`config.mk`:
```
export PLATFORM = sky130hd
export DESIGN_NAME = inst_queue_flat
export DESIGN_NICKNAME = d
export VERILOG_FILES = /design/src/rtl/cpu_params.sv /design/src/rtl/fifo_backend_itf.sv /design/src/rtl/iq_ptr.sv /design/src/rtl/inst_queue.sv /design/src/flat_wrapper.sv
export SDC_FILE = /design/constraint.sdc
export NUM_CORES = 1
export LEC_CHECK = 0
export BUFFER_PORTS_ARGS = -buffer_cell sky130_fd_sc_hd__buf_2
export CAP_MARGIN = 25
export CORE_MARGIN = 2
export CORE_UTILIZATION = 46
export CTS_BUF_LIST = sky130_fd_sc_hd__clkbuf_4
export CTS_CLUSTER_DIAMETER = 30
export DETAILED_ROUTE_END_ITERATION = 7
export PLACE_DENSITY = 0.63
export SETUP_SLACK_MARGIN = 0.5
export SYNTH_ARGS = -nofsm -noshare
export SYNTH_HDL_FRONTEND = slang
export SYNTH_SLANG_ARGS = --single-unit
```
`constraint.sdc`:
```
create_clock -name clk -period 11 [get_ports clk]
set_input_delay 2.2 -clock clk [delete_from_list [all_inputs] [get_ports clk]]
set_output_delay 2.2 -clock clk [all_outputs]
set_load 0.005 [all_outputs]
```
`src/rtl/cpu_params.sv`:
```
// rtl/cpu_params.sv - core-wide sizing parameters shared by frontend and backend
package cpu_params;
    localparam int ID_WIDTH = 2;
    localparam int IQ_DEPTH = 8;
    localparam int XLEN     = 32;
endpackage

```
`src/rtl/fifo_backend_itf.sv`:
```
// rtl/fifo_backend_itf.sv - valid/ready bundle channel from instruction queue to decode
interface fifo_backend_itf #(
    parameter int ID_WIDTH = cpu_params::ID_WIDTH
);
    logic                       valid;
    logic                       ready;
    logic [ID_WIDTH-1:0][31:0]  inst;
    logic [ID_WIDTH-1:0][31:0]  pc;
    logic [ID_WIDTH-1:0]        mask;

    modport fifo    (output valid, output inst, output pc, output mask, input ready);
    modport backend (input valid, input inst, input pc, input mask, output ready);
endinterface

```
`src/rtl/iq_ptr.sv`:
```
// rtl/iq_ptr.sv - wrap-bit pointer register with increment and synchronous clear
module iq_ptr #(
    parameter int PW = 4
) (
    input  logic          clk,
    input  logic          rst_n,
    input  logic          clr,
    input  logic          inc,
    output logic [PW-1:0] ptr
);
    logic [PW-1:0] ptr_d, ptr_q;

    always_comb begin
        ptr_d = ptr_q;
        if (clr) begin
            ptr_d = '0;
        end else if (inc) begin
            ptr_d = ptr_q + PW'(1);
        end
    end

    always_ff @(posedge clk or negedge rst_n) begin
        if (!rst_n) begin
            ptr_q <= '0;
        end else begin
            ptr_q <= ptr_d;
        end
    end

    assign ptr = ptr_q;
endmodule

```
`src/rtl/inst_queue.sv`:
```
// rtl/inst_queue.sv - bundle FIFO between fetch/predecode and backend decode
module inst_queue #(
    parameter int DEPTH    = cpu_params::IQ_DEPTH,
    parameter int ID_WIDTH = cpu_params::ID_WIDTH
) (
    input  logic                       clk,
    input  logic                       rst_n,
    input  logic                       backend_flush,
    input  logic                       in_valid,
    output logic                       in_ready,
    input  logic [32*ID_WIDTH-1:0]     in_inst,
    input  logic [32*ID_WIDTH-1:0]     in_pc,
    input  logic [ID_WIDTH-1:0]        in_mask,
    fifo_backend_itf.fifo              to_backend,
    output logic [$clog2(DEPTH):0]     occupancy
);
    localparam int AW = $clog2(DEPTH);

    typedef struct packed {
        logic [ID_WIDTH-1:0][31:0] inst;
        logic [ID_WIDTH-1:0][31:0] pc;
        logic [ID_WIDTH-1:0]       mask;
    } entry_t;

    entry_t        mem_d [DEPTH];
    entry_t        mem_q [DEPTH];
    logic [AW:0]   wptr, rptr;
    logic          full, empty, push, pop;

    assign empty = (wptr == rptr);
    assign full  = (wptr[AW-1:0] == rptr[AW-1:0]) && (wptr[AW] != rptr[AW]);

    // No bypass: a full queue refuses even when the backend pops this cycle.
    assign in_ready = !full && !backend_flush;
    assign push     = in_valid && in_ready;
    assign pop      = to_backend.valid && to_backend.ready && !backend_flush;

    iq_ptr #(.PW(AW + 1)) u_wptr (
        .clk   (clk),
        .rst_n (rst_n),
        .clr   (backend_flush),
        .inc   (push),
        .ptr   (wptr)
    );

    iq_ptr #(.PW(AW + 1)) u_rptr (
        .clk   (clk),
        .rst_n (rst_n),
        .clr   (backend_flush),
        .inc   (pop),
        .ptr   (rptr)
    );

    always_comb begin
        for (int i = 0; i < DEPTH; i++) begin
            mem_d[i] = mem_q[i];
        end
        if (push) begin
            mem_d[wptr[AW-1:0]] = '{inst: in_inst, pc: in_pc, mask: in_mask};
        end
    end

    // Entry payload is don't-care after reset, so the array carries no reset.
    always_ff @(posedge clk) begin
        for (int i = 0; i < DEPTH; i++) begin
            mem_q[i] <= mem_d[i];
        end
    end

    assign to_backend.valid = !empty;
    assign to_backend.inst  = mem_q[rptr[AW-1:0]].inst;
    assign to_backend.pc    = mem_q[rptr[AW-1:0]].pc;
    assign to_backend.mask  = mem_q[rptr[AW-1:0]].mask;

    assign occupancy = wptr - rptr;

    a_push_mask_nonzero: assert property (@(posedge clk) disable iff (!rst_n)
        push |-> (in_mask != '0));
    a_mask_contiguous: assert property (@(posedge clk) disable iff (!rst_n)
        in_valid |-> ((in_mask & (in_mask + ID_WIDTH'(1))) == '0));
    a_occ_bound: assert property (@(posedge clk) disable iff (!rst_n)
        occupancy <= (AW + 1)'(DEPTH));
endmodule

```
`src/flat_wrapper.sv`:
```
// flat-port wrapper written by rule: the top's interface ports become plain ports
module inst_queue_flat 
#(
    parameter int DEPTH    = cpu_params::IQ_DEPTH,
    parameter int ID_WIDTH = cpu_params::ID_WIDTH
)
  (clk, rst_n, backend_flush, in_valid, in_ready, in_inst, in_pc, in_mask, occupancy, to_backend_valid, to_backend_inst, to_backend_pc, to_backend_mask, to_backend_ready);
  fifo_backend_itf #(.ID_WIDTH(ID_WIDTH)) to_backend_i ();
  input  logic clk;
  input  logic rst_n;
  input  logic backend_flush;
  input  logic in_valid;
  output logic in_ready;
  input  logic [32*ID_WIDTH-1:0] in_inst;
  input  logic [32*ID_WIDTH-1:0] in_pc;
  input  logic [ID_WIDTH-1:0] in_mask;
  output logic [$clog2(DEPTH):0] occupancy;
  output wire logic [$bits(to_backend_i.valid)-1:0] to_backend_valid;
  output wire logic [$bits(to_backend_i.inst)-1:0] to_backend_inst;
  output wire logic [$bits(to_backend_i.pc)-1:0] to_backend_pc;
  output wire logic [$bits(to_backend_i.mask)-1:0] to_backend_mask;
  input wire logic [$bits(to_backend_i.ready)-1:0] to_backend_ready;
  assign to_backend_valid = to_backend_i.valid;
  assign to_backend_inst = to_backend_i.inst;
  assign to_backend_pc = to_backend_i.pc;
  assign to_backend_mask = to_backend_i.mask;
  assign to_backend_i.ready = to_backend_ready;
  inst_queue #(.DEPTH(DEPTH), .ID_WIDTH(ID_WIDTH)) u_core (.clk(clk), .rst_n(rst_n), .backend_flush(backend_flush), .in_valid(in_valid), .in_ready(in_ready), .in_inst(in_inst), .in_pc(in_pc), .in_mask(in_mask), .to_backend(to_backend_i), .occupancy(occupancy));
endmodule
```
==> qor.yml, run 1 <==
yosys:
  ys_seq_area_share_pct: 79.23
  synth_seq_cells: 1048
  ys_types: 31
  yosys_warnings: 0
  synth_nets: 1989
  avgSynthCellArea_um2: 21.47
  synth_cells: 1848
  netlist_area_mm2: 0.03967
critical_path:
  endpoint_kind: "output port"
  crit_fanout: 100
  cp_data_arrival_time_ns: 4.37
  cp-start-kind: "register"
  criticalPathCategory: "reg -> out"
  reg2regPathDepth: 8
  critPathRequiredTime_ns: 8.80
finish:
  drive_above_1_share_pct: 39.20
  nets: 2496
  fin_util_pct: 53.43
  fill_cells: 6849
  synthToLayoutAreaGrowth_pct: 14.85
pwr:
  swShare_pct: 22.93
  intPower_mw: 6.609
  p_per_area_mw_per_mm2: 188.2
  p_leak_nw: 15.32
  power.share.clock_pct: 36.7
  power_frac_comb_pct: 11.1
  power.switching_mw: 1.966
  ir_drop_mv: 0.1234
  pwr-share-seq_pct: 52.2
timing:
  fin_skew_ns: 0.06675
  rsz0062_at_grt: "no"
  final_max_slew_viol_count: 0
  tightest_slew_ns: 1.078
  finalSetupViolations: 0
  fin_crit_sh_pct: 59.74
  tns_ns: 0
  fmax_mhz: 152.2
  maxSlewHeadroom_pct: 28.16
  finalHoldViolations: 0
  min_period_ns: 6.571
floorplanning:
  ioPinCount: 271
  die-area_mm2: 0.08861
  die_h_um: 297.7
  die_w_um: 297.7
  core_area_mm2: 0.08528
  rows: 107
  start_util_pct: 46.52
global_routing:
  grt_pass1_vias: 21340
  grt_use_total_pct: 19.66
  grt_max_degree: 146
  antenna_found_initial: 18
  overflow: 0
  grt_pass1_wl_um: 128600
cts:
  holdBufCountCts: 0
  cts_tree: "yes"
  postCtsSetupRepairBufs: 0
  clock-root-buffer: "clkbuf_4"
  h-tree-depth: 5
  cts.path.max_buffers: 4
  cts.clk_slew.worst_paths_ns: 0.05
  numCtsBuffers: 291
  cts_resized: 0
  clk_latency_ns: 1.07
  cts_sinks: 1048
route:
  drc: 0
  viasPerCell: 5.374
  ant_nets: 0
  drt_iter0_drc: 1496
  vias: 19690
  drtPass1Iterations: 5
  drt-total-wl_um: 85800
  post_drt_wl_per_cell_um: 23.41
min_path:
  min_path_type: "reg -> reg"
  hold_depth: 2
placement:
  place.gp.congestion: 0.7292
  dp_hpwl_um: 44250
  io_buffer_count: 270
run:
  drv_cap: 0
run_status:
  status: "finished clean"
## metal layers
metal,share of wire [%],global-route usage [%],wire length [µm],up-vias
met1,42,25.47,35870,10360
li1,-,-,-,8636
met5,0.13,0,109,-
met4,1.4,6.349,1220,16
met2,50,32.16,43160,578
met3,6.3,5.776,5444,105
## cell families (layout without fill, tap and decap cells)
group                    after synthesis  count (layout)  share of synthesized area [%]
AO/OA/AOI/OAI                         10              10                         0.1545
XOR/XNOR                               9               9                         0.2176
adder cells (fa/ha/maj)                6               6                         0.2082
buffers and inverters                 96             761                          1.381
flip-flops                          1048            1048                          79.23
multiplexers                         261             261                          14.79
other                                  0               8                              0
AND/OR/NAND/NOR                      418             418                          4.028
## worst max-delay path: stages (launching register included)
cell     delay, ns
dfrtp_4       0.68
buf_4         0.74
buf_12        0.60
mux4_2        0.61
nand2_1       0.08
nand2_1       0.16
buf_2         0.17
## cell type report
type | count | area [µm²] | share of cell area [%]
antenna | 8 | 20.02 | 0.04394
clock inverter | 72 | 399.1 | 0.8760
sequential | 1048 | 31440 | 69.01
clock buffer | 379 | 2845 | 6.245
multi-input combinational | 704 | 7761 | 17.03
inverter | 7 | 28.78 | 0.06316
tap | 1144 | 1431 | 3.141
timing repair buffer | 303 | 1637 | 3.592
## worst paths after layout
check,startpoint,endpoint,slack [ns]
worst max-delay path,u_core.u_rptr.ptr[0],to_backend_pc[26],4.43
worst min-delay path,u_core.u_wptr.ptr[0],u_core.u_wptr.ptr[0],0.62
worst max register to register,u_core.u_rptr.ptr[2],u_core.mem_q[5][114],5.98
worst min register to register,u_core.u_wptr.ptr[0],u_core.u_wptr.ptr[0],0.62
max in group asynchronous,rst_n,u_core.u_rptr.ptr[0],9.82
min in group asynchronous,rst_n,u_core.u_rptr.ptr[2],0.97
## power by group through the flow
stage	Combinational [mW]	Sequential, mW	Clock (mW)
after floorplan	0.695	4.55	0
after global placement	0.965	4.56	0
after detailed placement	0.977	4.56	0
after CTS	0.980	4.48	3.26
after global routing	1.04	4.48	3.47
final	0.951	4.48	3.15
## through the flow
step	worst slack [ns]	power, mW	instances	hold WS [ns]	instance area, µm²
after floorplan	2.146	5.244	1848	0.5469	39680
after global placement	5.439	5.526	3206	0.5840	42300
after detailed placement	5.450	5.542	3206	0.6024	42300
after CTS	4.203	8.717	3657	0.6180	45540
after global routing	4.042	8.996	3660	0.6684	45550
final	4.429	8.575	3665	0.6184	45560
## synthesized netlist by cell type, drive strengths merged
cell type	number	share of area, %
a21o	1	0.019
a21oi	5	0.063
and3	1	0.016
buf	57	1.0
clkbuf	32	0.30
clkinv	1	0.0095
dfrtp	8	0.50
edfxtp	1040	79
fa	1	0.050
ha	5	0.16
inv	6	0.057
mux2i	1	0.025
mux4	260	15
nand2	395	3.7
nand2b	1	0.016
nand3	2	0.025
nand3b	1	0.019
nand4	2	0.032
nor2	12	0.11
nor3	2	0.025
o211ai	2	0.038
o21ai	2	0.035
or3	2	0.044
xnor2	6	0.15
xor2	3	0.066
## placed cells by master, fill, tap and decap left out, types with 4 or more instances in the layout
cell type	count
inv_2	5
a21oi_1	5
xnor2_1	5
clkinv_1	44
ha_1	5
mux4_2	260
dfrtp_1	5
inv_1	6
nor2_1	6
buf_4	30
edfxtp_1	1040
clkbuf_4	379
buf_2	270
nor2_4	6
diode_2	8
clkinv_2	19
bufinv_16	4
nand2_1	395
## registers in the layout (all words and copies together) (netlist names)
| signal | cells |
|---|---|
| u_core.mem_q | 1040 |
| u_core.u_rptr.ptr | 4 |
| u_core.u_wptr.ptr | 4 |
Power figures use the tool's default switching activity.
==> run 2, diff against run 1 <==
--- a/config.mk
+++ b/config.mk
@@ -5,6 +5,7 @@
 export SDC_FILE = /design/constraint.sdc
 export NUM_CORES = 1
 export LEC_CHECK = 0
+export ABC_AREA = 1
 export BUFFER_PORTS_ARGS = -buffer_cell sky130_fd_sc_hd__buf_2
 export CAP_MARGIN = 25
 export CORE_MARGIN = 2
@@ -12,7 +13,7 @@
 export CTS_BUF_LIST = sky130_fd_sc_hd__clkbuf_4
 export CTS_CLUSTER_DIAMETER = 30
 export DETAILED_ROUTE_END_ITERATION = 7
-export PLACE_DENSITY = 0.63
+export PLACE_DENSITY = 0.6
 export SETUP_SLACK_MARGIN = 0.5
 export SYNTH_ARGS = -nofsm -noshare
 export SYNTH_HDL_FRONTEND = slang
==> constraint.sdc (replaced) <==
create_clock -name clk -period 6.3 [get_ports clk]
set_input_delay 1.26 -clock clk [delete_from_list [all_inputs] [get_ports clk]]
set_output_delay 1.26 -clock clk [all_outputs]
set_load 0.005 [all_outputs]
==> run 2 against run 1 <==
Register-to-register slack worse by 3.8 ns. Non-clock buffer count is 11 higher. Sequential cell count stayed put. Synthesized cell count is 78% higher. Critical endpoint is now to_backend_pc[45].
==> qor.yml, run 2 <==
route:
  top_layer: "met5"
  post_drt_wl_per_cell_um: 18.92  # -19%
  drt_iter0_drc: 1723  # +15%
  ant_nets: 0  # unchanged
  wl_met1_um: 40950  # +14%
  dr_wl_met3_um: 5999  # +10%
  drtPass1Iterations: 5  # unchanged
  drt-total-wl_um: 94870  # +11%
  viasPerCell: 5.201  # -3.2%
  wl_met2_um: 46340  # +7.4%
  vias: 26080  # +32%
  drc: 0  # unchanged
cts:
  cts_tree: "yes"
  h-tree-depth: 5  # unchanged
  cts_sinks: 1048  # unchanged
  cts.path.max_buffers: 4  # unchanged
  numCtsBuffers: 290  # -0.34%
  postCtsSetupRepairBufs: 0  # unchanged
  clock-root-buffer: "clkbuf_4"
  cts.clk_slew.worst_paths_ns: 0.07  # +0.02 ns
  clk_latency_ns: 1.10  # +0.03 ns
global_routing:
  grt_max_degree: 252  # +73%
  grt_use_total_pct: 20.36  # +0.70 points
  grt_pass1_vias: 25170  # +18%
  overflow: 0  # unchanged
  grt_pass1_wl_um: 144400  # +12%
  antenna_found_initial: 17  # -1
floorplanning:
  die_h_um: 303.6  # +2.0%
  start_util_pct: 46.59  # +0.067 points
  ioPinCount: 271  # unchanged
  die_w_um: 303.6  # +2.0%
  die-area_mm2: 0.09219  # +4.0%
  core_area_mm2: 0.08865  # +3.9%
  rows: 109  # +1.9%
placement:
  pre_cts_ws_ns: 2.182  # -3.268 ns
  dp_hpwl_um: 45000  # +1.7%
  dp_cells: 4558  # +42%
  io_buffer_count: 270  # unchanged
  place.gp.congestion: 0.7356  # +0.88%
yosys:
  ys_top_cells_by_count: "edfxtp_1, nor2_1, o21ai_1, nand2_1, o21ai_0"
  avgSynthCellArea_um2: 12.57  # -41%
  yosysMostFrequentCell: "edfxtp_1"
  yosys_warnings: 0  # unchanged
  synth-edff-count: 1040  # unchanged
  ys_types: 26  # -16%
  synth_compound_area_share_pct: 9.483  # +9.3 points
  synth.mux.area_fraction_pct: 0  # -15 points
  synth_nets: 3427  # +72%
  yosys.area_share.simple_pct: 11.27  # +7.2 points
  synth_cells: 3286  # +78%
  synth_top_flop_cell: "edfxtp_1"
  netlist_area_mm2: 0.04130  # +4.1%
  synth_top_family_by_area: "simple AND/OR/NAND/NOR gates"
  synth_top_area_share_pct: 75.62  # -3.1 points
  ys_seq_area_share_pct: 76.11  # -3.1 points
  synth_xor_area_share_pct: 0.08483  # -0.13 points
  synth_seq_cells: 1048  # unchanged
  yosys-top-cells-area: "edfxtp_1, nor2_1, o21ai_1, o21ai_0, nand2_1"
  synthAdderAreaFrac_pct: 0.2000  # -0.0082 points
  synth_largest_area_cell: "edfxtp_1"
  async_reset_ff_share_pct: 0.7634  # unchanged
run_status:
  status: "finished clean"
timing:
  rsz0062_at_grt: "no"
  finalSetupViolations: 0  # unchanged
  fin_crit_sh_pct: 80.56
  fmax_mhz: 197.0
  finalWorstSetupSlack_ns: 1.225  # -3.204 ns
  min_period_ns: 5.075
  whs_ns: 0.4202  # -0.1982 ns
  tightest_slew_ns: 1.212  # +0.1340 ns
  final_max_slew_viol_count: 0  # unchanged
  tns_ns: 0  # unchanged
  maxSlewHeadroom_pct: 19.23  # -8.9 points
  fin_skew_ns: 0.05110  # -0.01565 ns
  finalHoldViolations: 0  # unchanged
pwr:
  p_leak_nw: 16.67  # +8.8%
  ir_drop_mv: 0.1848  # +50%
  p_per_area_mw_per_mm2: 333.6  # +77%
critical_path:
  cp-start-kind: "register"
  reg2regPathDepth: 8  # unchanged
  cp_data_arrival_time_ns: 3.82  # -0.55 ns
  criticalPathCategory: "reg -> out"
  crit_fanout: 251  # +150%
  critPathRequiredTime_ns: 5.04  # -3.76 ns
  endpoint_kind: "output port"
finish:
  registers.top_by_ff_count: "u_core.mem_q"
  fin_util_pct: 52.90  # -0.53 points
  nets: 3829  # +53%
  drive_above_1_share_pct: 19.24  # -20 points
  most-common-layout-cells: "edfxtp_1, nor2_1, o21ai_1"
  largest_reg_flops: 1040  # unchanged
  fin_cells: 5014  # +37%
  final_common_cell: "edfxtp_1"
  synthToLayoutAreaGrowth_pct: 13.55
min_path:
  min_path_type: "in -> reg"
  hold_depth: 1  # -1
run:
  drv_cap: 0  # unchanged
==> run 2: changes by cell type in the layout (fill, tap and decap cells not counted), sizes merged, moves of 22 or more <==
cell    change
nand2      +23
mux4      -260
clkbuf     +22
nor2      +776
clkinv     -22
o21ai     +778
==> run 2: layer usage <==
| layer | GRT usage [%] | vias up |
|---|---|---|
| met5 | 0 | - |
| met4 | 6.826 | 24 |
| met3 | 5.429 | 138 |
| met2 | 33.35 | 718 |
| met1 | 26.42 | 12600 |
| li1 | - | 12600 |
==> run 2: layout make-up <==
type,instances,area [µm²]
multi-input combinational,2022,8758
clock inverter,49,242.7
clock buffer,401,3010
fill,7635,41760
tap,1165,1458
inverter,12,57.56
antenna,3,7.507
sequential,1048,31440
timing repair buffer,314,1917
==> run 2: path summary, 6_finish.rpt <==
check / end / start / slack [ns]
worst max-delay path: to_backend_pc[45] / u_core.u_rptr.ptr[0] / 1.22
worst min-delay path: u_core.mem_q[1][50] / in_pc[48] / 0.42
worst max register to register: u_core.mem_q[6][78] / u_core.u_rptr.ptr[2] / 2.23
worst min register to register: u_core.u_rptr.ptr[3] / u_core.u_rptr.ptr[3] / 0.60
max in group asynchronous: u_core.u_rptr.ptr[2] / rst_n / 5.44
min in group asynchronous: u_core.u_wptr.ptr[2] / rst_n / 0.62
==> run 2: repair_timing <==
action,4_1_cts,5_1_grt
hold buffers,1,0
gates resized for setup,0,0
hold endpoints to repair,8,0
==> run 2: kinds of logic (layout without fill, tap and decap cells) <==
logic type                 Yosys count  count (layout)
other                                0               3
DFF                               1048            1048
buffers and inverters              216             776
AOI/OAI and AO/OA                  782             782
xor gates and xnor gates             4               4
adders and majority gates            6               6
and+or+nand+nor                   1230            1230
==> run 2: power breakdown <==
| group | internal (mW) | switching (mW) |
|---|---|---|
| clock network | 2.97 | 2.55 |
| logic | 0.745 | 1.52 |
| registers | 7.79 | 0.0659 |
==> run 2: metrics by stage <==
step	power [mW]	instance area, µm²
final	15.64	46890
after global routing	16.53	46890
after CTS	15.88	46840
after detailed placement	10.30	43570
after global placement	10.28	43570
after floorplan	9.538	41330
==> run 2: critical path, cell delays in order, from the launching register on <==
cell	delay [ns]
dfrtp_4	1.00
buf_12	0.72
nor2_1	0.13
nor2_1	0.13
o21ai_1	0.07
o21ai_1	0.13
nand2_1	0.09
nand2_1	0.09
buf_2	0.11
